### src/rtl/mono_rx_fifo_arbiter.sv
// Round-robin burst arbiter merging up to eight mono_data_rx channel FIFOs into one registered word stream.
// Optional MONO_RX_ARB_CHTAG_EN: replaces OUT_DATA[31:29] with the granted channel index.
module mono_rx_fifo_arbiter #(
    parameter int NUM_CH    = 4,
    parameter int MAX_BURST = 16
) (
    input  logic                  BUS_CLK,
    input  logic                  BUS_RST_N,
    input  logic [NUM_CH-1:0]     CH_EN,
    input  logic [NUM_CH-1:0]     CH_FIFO_EMPTY,
    input  logic [32*NUM_CH-1:0]  CH_FIFO_DATA,
    output logic [NUM_CH-1:0]     CH_FIFO_READ,
    input  logic                  OUT_READ,
    output logic                  OUT_EMPTY,
    output logic [31:0]           OUT_DATA,
    output logic                  GRANT_VALID,
    output logic [2:0]            GRANT_IDX
);

    localparam logic [0:0] ST_IDLE  = 1'b0;
    localparam logic [0:0] ST_GRANT = 1'b1;

    logic [0:0]  r_state;
    logic [2:0]  r_grant_idx;
    logic [7:0]  r_burst_cnt;
    logic        r_out_empty;
    logic [31:0] r_out_data;

    logic [7:0]       w_elig8;
    logic [7:0][31:0] w_data_arr;
    logic [31:0]      w_head;
    logic [31:0]      w_word;
    logic             w_found;
    logic [2:0]       w_next;
    logic [2:0]       w_cand;
    logic             w_pop;
    logic             w_out_pop;
    logic             w_burst_last;
    logic [7:0]       w_rd8;

    // Channel vectors are widened to 8 entries so a 3-bit index is always in range.
    always_comb begin
        w_elig8    = 8'(CH_EN & ~CH_FIFO_EMPTY);
        w_data_arr = '0;
        for (int i = 0; i < NUM_CH; i++) begin
            w_data_arr[i] = CH_FIFO_DATA[32*i +: 32];
        end
    end

    assign w_head = w_data_arr[r_grant_idx];

`ifdef MONO_RX_ARB_CHTAG_EN
    assign w_word = {r_grant_idx, w_head[28:0]};
`else
    assign w_word = w_head;
`endif

    // Search starts one past the last grant so every channel gets its turn.
    always_comb begin
        w_found = 1'b0;
        w_next  = r_grant_idx;
        w_cand  = r_grant_idx;
        for (int k = 1; k <= NUM_CH; k++) begin
            w_cand = 3'((int'(r_grant_idx) + k) % NUM_CH);
            if (!w_found && w_elig8[w_cand]) begin
                w_found = 1'b1;
                w_next  = w_cand;
            end
        end
    end

    assign w_out_pop    = OUT_READ && !r_out_empty;
    assign w_pop        = (r_state == ST_GRANT) && w_elig8[r_grant_idx] &&
                          (r_out_empty || OUT_READ);
    assign w_burst_last = (r_burst_cnt + 8'd1) == 8'(MAX_BURST);
    assign w_rd8        = w_pop ? (8'd1 << r_grant_idx) : 8'd0;

    always_ff @(posedge BUS_CLK or negedge BUS_RST_N) begin
        if (!BUS_RST_N) begin
            r_state     <= ST_IDLE;
            r_grant_idx <= 3'(NUM_CH - 1);
            r_burst_cnt <= 8'd0;
            r_out_empty <= 1'b1;
            r_out_data  <= 32'd0;
        end else begin
            if (w_pop) begin
                r_out_data  <= w_word;
                r_out_empty <= 1'b0;
            end else if (w_out_pop) begin
                r_out_empty <= 1'b1;
            end

            if (r_state == ST_IDLE) begin
                if (w_found) begin
                    r_state     <= ST_GRANT;
                    r_grant_idx <= w_next;
                    r_burst_cnt <= 8'd0;
                end
            end else begin
                if (w_pop) begin
                    r_burst_cnt <= r_burst_cnt + 8'd1;
                    if (w_burst_last) begin
                        r_state <= ST_IDLE;
                    end
                end else if (!w_elig8[r_grant_idx]) begin
                    r_state <= ST_IDLE;
                end
            end
        end
    end

    assign CH_FIFO_READ = w_rd8[NUM_CH-1:0];
    assign OUT_EMPTY    = r_out_empty;
    assign OUT_DATA     = r_out_data;
    assign GRANT_VALID  = (r_state == ST_GRANT);
    assign GRANT_IDX    = r_grant_idx;

endmodule

### config.mk
export PLATFORM = sky130hd
export DESIGN_NAME = mono_rx_fifo_arbiter
export DESIGN_NICKNAME = d
export VERILOG_FILES = /design/src/rtl/mono_rx_fifo_arbiter.sv
export SDC_FILE = /design/constraint.sdc
export NUM_CORES = 1
export LEC_CHECK = 0
export ABC_CLOCK_PERIOD_IN_PS = 2970
export CAP_MARGIN = 20
export CORE_ASPECT_RATIO = 2
export CORE_MARGIN = 2
export CORE_UTILIZATION = 39
export DETAILED_ROUTE_END_ITERATION = 7
export PLACE_DENSITY_LB_ADDON = 0.08
export SETUP_SLACK_MARGIN = 0.05
export SYNTH_ARGS = -nofsm -noshare
export SYNTH_HDL_FRONTEND = slang
export SYNTH_SLANG_ARGS = --single-unit
### constraint.sdc
create_clock -name BUS_CLK -period 2.97 [get_ports BUS_CLK]
set_clock_uncertainty 0.1 [all_clocks]
set_input_delay 0.4455 -clock BUS_CLK [delete_from_list [all_inputs] [get_ports BUS_CLK]]
set_output_delay 0.4455 -clock BUS_CLK [all_outputs]
set_load 0.1 [all_outputs]
* Word-level counts from Yosys, hierarchy flattened
Index checks and enable logic that the tools add are counted.
Widths: inputs -> output; s select.
** Storage, ports and cells
- Register bits :: 45
** Cells by class
- $add $sub $neg :: 5
- $lt $le $gt $ge :: 5
- Equal/unequal tests :: 2
- Shifts and indexed selects :: 1
- Multiplexer cells :: 31
- Bitwise operators :: 7
- Reductions and logical operators :: 20
** Operators with widths (number)
- $bmux 32 s3 :: 1
- $mux 32 :: 1
- $mux 8 :: 3
- $lt 3x4->1 const B :: 5
- $mux 1 :: 16
- $bmux 1 s3 :: 5
- $mux 3 :: 4
- $add 8x1->8 const B :: 1
- $and 4x8->8 :: 1
- $eq 8x5->1 const B :: 1
- $not 4->8 :: 1
- $reduce_or 2->1 :: 4
- $logic_and 1x1->1 :: 6
- $add 2x1->2 const B :: 2
- $add 2x2->2 const B :: 2
- $and 1x1->1 const A :: 4
- $logic_not 1->1 :: 4
- $mux 4 :: 1
- $reduce_bool 2->1 :: 2
- $reduce_bool 4->1 :: 1
- $shl 1x3->4 const A :: 1
- $reduce_and 3->1 :: 1
- $ne 2x1->1 const B :: 1
- $reduce_and 2->1 :: 1
- 2 further kinds :: 2

* Logic depth before layout (Yosys ltp)
- Depth in word-level cells :: 17
- Mapped depth :: 7
- Mapped depth without buffers :: 5

* Worst setup path after synthesis
OpenSTA, ideal clock, no wires.
- Kind :: register to output
- From :: reg r_grant_idx[1] (netlist: GRANT_IDX[1])
- To :: out CH_FIFO_READ[0]
- Data arrival time :: 2.325 ns
- Required time :: 2.424 ns
- Path slack :: 0.099 ns
- Stages on the path, launching flop included :: 5
- Path through :: dfstp_2 -> buf_6 -> inv_4 -> mux4_2 -> and3_1
** Between the ends
- Word-level cells in the longest chain between the ends :: 5
** RTL lines
- start, declared :: RTL line 24 : logic [2:0] r_grant_idx;
- start signal, assigned :: RTL line 81 : r_grant_idx <= 3'(NUM_CH - 1);
- start signal, assigned :: RTL line 96 : r_grant_idx <= w_next;
- $bmux 1 s3 :: RTL line 73 : assign w_pop = (r_state == ST_GRANT) && w_elig8[r_grant_idx] &&
- $mux 1 (implied by the code) :: RTL line 73
- $logic_and 1x1->1 (2 in a row) :: RTL line 73
- $mux 4 * :: RTL line 76 : assign w_rd8 = w_pop ? (8'd1 << r_grant_idx) : 8'd0;
- end, declared :: RTL line 12 : output logic [NUM_CH-1:0] CH_FIFO_READ,
Every way passes the cells marked *; elsewhere a longest branch is shown, timed or not. The select of a mux whose other input is x is not followed.

* Worst setup path after layout
- From :: in CH_EN[0]
- To :: out CH_FIFO_READ[0]
** Between the ends
- Word-level cells in the longest chain between the ends :: 6
** RTL lines
- start, declared :: RTL line 9 : input logic [NUM_CH-1:0] CH_EN,
- $and 4x8->8 :: RTL line 43 : w_elig8 = 8'(CH_EN & ~CH_FIFO_EMPTY);
- $bmux 1 s3 :: RTL line 73
- $mux 1 (implied by the code) :: RTL line 73
- $logic_and 1x1->1 (2 in a row) :: RTL line 73
- $mux 4 :: RTL line 76
Every way passes these cells. The select of a mux whose other input is x is not followed.

==> results.md <==
* Yosys warning count at 0
* Post-CTS Hold Buffers at 0
* CP Class: in2out
* Ant. Diodes at 0
* RSZ-0062 raised after global routing: no
* Post-CTS Setup Bufs at 0
* Worst min path class: in2async
* Least-Margin Pin Slew at 971.5 ps
* Core Area at 7885 sq um
* Register area share after synthesis at 35.04%
* CTS root buf: clkbuf_16
* Routability congestion estimate at 0.8294
* Pleak at 2.119 nW
* Final Net Count at 546
* Setup_tns at 0 ps
* Slew margin rel. at 35.24%
* Synth unique cells at 55
* Clock Sinks at 44
* Reg2Reg Setup Slack at 520 ps
* Syn_area_per_cell at 14.01 sq um
* Initial DRC count at 135
* Die span in x at 67.58 microns
* DRC errors left at 0
* Overall routing resource usage at 23.39%
* Worst setup SP type: input pin
* R2r worst-path depth at 4
* Gate Count Post-Synth at 225
* Overall overflow remaining after global route at 0
* Clock Latency Late Sink at 290 ps
* CTS tree: built
* CTS Buf Count at 5
* WL/cell at 20.46 microns
* Final Setup Violations at 0
* Crit-path cells: clkdlybuf4s50_1 -> nor2b_1 -> mux4_2 -> and3_1 -> buf_12
* Via/cell ratio at 5.518
* Global-route wire length before repair at 15270 microns
* Final WL at 10190 microns
* CP Capture Type: output pin
* Post-synthesis register bit count at 44
* Tcrit/Tclk final at 89.41%
* Pre-antenna DRT Iters at 4
* Synth Cell Area at 3153 sq um
* Final hold viol count at 0
* Status: finished, final reports clean
* Share of cells above drive strength 1 at 32.09%
* Via total after detailed routing at 2748
* Number of max-cap violations at 0
* Vias in the first global route at 2957
* Htree depth at 2
* Crit path required time at 2420 ps
* Setup slack after layout at 314.4 ps
* Max-slew violations at 0
* CP peak stage delay at 480 ps
* Max VDD drop at 591.2 uV
* IO Count at 180
* Initial antenna violation count at 0
* Clk pin slew, worst setup/hold paths at 60 ps
* EDFF count, synth at 0
* Cell row count at 46
* Syn_nets at 370
* Max Freq at 0.3766 GHz
* Maximum clock insertion buffer count at 2
* Pin count of the biggest net entering global routing at 45
* Overall power at 6.098 mW
* I/O Buffers at 178
* Die outline height at 131.2 microns
* Fin crit period at 2656 ps
* Worst flop-to-flop path startpoint: GRANT_IDX[1]$_DFFE_PN1P_
* Power Density at 1184 nW/um^2
* Hold WS at 205.3 ps
* Placed wire-length estimate at 8116 microns
* Prevailing post-synth register cell: dfrtp_1
* Max stage delay cell, worst path: clkdlybuf4s50_1
* Worst path arrival time at 2110 ps
* Critical path fanouts, max at 9
* Die area at 8864 sq um
* Antenna-violating nets left at 0
* Pre-CTS WS at 170.9 ps
* Area Overhead vs Synth at 63.29%
* Critical path origin: CH_EN[0]
* Reg2Reg Capture Point: GRANT_IDX[0]$_DFFE_PN1P_
* Post_cts resized at 0
* Post-synthesis async set-or-reset flop share at 100.0%
* Starting Density at 39.99%
* End point of the critical path: CH_FIFO_READ[0]
-- cell usage after synthesis, types with 2 or more instances --
library cell | n | area [sq um]
o311ai_0 | 3 | 26.28
nand4b_1 | 2 | 17.52
buf_2 | 2 | 10.01
nand4_1 | 3 | 18.77
o21a_1 | 2 | 15.01
buf_12 | 2 | 40.04
nor4_1 | 3 | 18.77
a211o_1 | 3 | 26.28
nand3b_1 | 2 | 15.01
mux4_2 | 35 | 788.3
mux2_4 | 27 | 405.4
nand2b_1 | 5 | 31.28
nand2_1 | 9 | 33.78
inv_1 | 2 | 7.510
nor3_1 | 3 | 15.01
a21oi_1 | 6 | 30.03
buf_1 | 4 | 15.01
dfrtp_1 | 41 | 1026
nor2b_1 | 4 | 25.02
clkbuf_1 | 5 | 18.77
mux2_2 | 5 | 56.30
nor2_1 | 5 | 18.77
or4_1 | 2 | 15.01
o211ai_1 | 4 | 30.03
dfstp_2 | 3 | 78.83
nand3_1 | 4 | 20.02
and3_1 | 6 | 37.54
ha_1 | 6 | 75.07
-- layout by cell type (no fill, tap or decap), types with 6 or more instances in the layout --
cell type and count:
a21oi_1 6, and3_1 6, buf_12 8, buf_4 39, clkdlybuf4s50_1 137, dfrtp_1 41
ha_1 6, mux2_4 27, mux4_2 35, nand2_1 9
-- stage by stage --
stage | cells | util, % | area (sq um)
3_3_place_gp | 490 | 63.22 | 4985
6_report | 498 | 65.30 | 5149
4_1_cts | 498 | 65.30 | 5149
5_1_grt | 498 | 65.30 | 5149
2_1_floorplan | 225 | - | 3153
3_5_place_dp | 490 | 63.22 | 4985
-- worst max-delay path: cells and delay by family --
family | cells | cell delay, ps
simple gates | 2 | 560
mux | 1 | 440
buf+inv | 2 | 670
-- metal layers --
layer | up-vias | share of wire [%] | global-route usage [%]
met5 | - | 0 | 0
met4 | 0 | 2.5 | 9.070
met3 | 17 | 7.7 | 5.479
met2 | 112 | 58 | 45.10
met1 | 1366 | 32 | 21.85
li1 | 1253 | - | -
-- layout make-up --
type	count	area [sq um]
Fill cell	645	2736
Multi-Input combinational cell	162	1917
Timing Repair Buffer	185	1829
Sequential cell	44	1105
Clock buffer	6	128.9
Tap cell	96	120.1
Clock inverter	2	35.03
Inverter	3	13.76
-- logic make-up after synthesis --
| logic type | count (synthesis) | synth area share [%] |
|---|---|---|
| buffers and inverters | 19 | 4.167 |
| flip-flops | 44 | 35.04 |
| other | 1 | 0.1189 |
| AO/OA/AOI/OAI | 29 | 6.865 |
| XOR/XNOR | 1 | 0.2778 |
| adder cells (fa/ha/maj) | 6 | 2.381 |
| multiplexers | 68 | 39.96 |
| AND/OR/NAND/NOR | 57 | 11.19 |
-- power by group --
| group | internal (mW) | switching, mW |
|---|---|---|
| clock | 0.396 | 0.230 |
| sequential | 0.897 | 0.249 |
| combinational | 1.50 | 2.83 |
| total | 2.79 | 3.31 |
-- how the worst min path moves through the flow --
stage                        startpoint                  endpoint  slack (ps)
2_1_floorplan                 BUS_RST_N     GRANT_VALID$_DFF_PN0_          50
3_3_place_gp    OUT_DATA[0]$_DFFE_PN0P_   OUT_DATA[0]$_DFFE_PN0P_         390
3_5_place_dp   OUT_DATA[19]$_DFFE_PN0P_  OUT_DATA[19]$_DFFE_PN0P_         400
4_1_cts                       BUS_RST_N   OUT_DATA[4]$_DFFE_PN0P_         250
5_1_grt                       BUS_RST_N  OUT_DATA[11]$_DFFE_PN0P_         300
6_report                      BUS_RST_N  OUT_DATA[11]$_DFFE_PN0P_         210
-- sequential cells by signal (all words and copies together), names as in the netlist --
signal and cells:
GRANT_IDX 2, r_burst_cnt 8, OUT_DATA 32, GRANT_VALID 1, OUT_EMPTY 1
No activity file was read; power rests on OpenSTA's default activity.
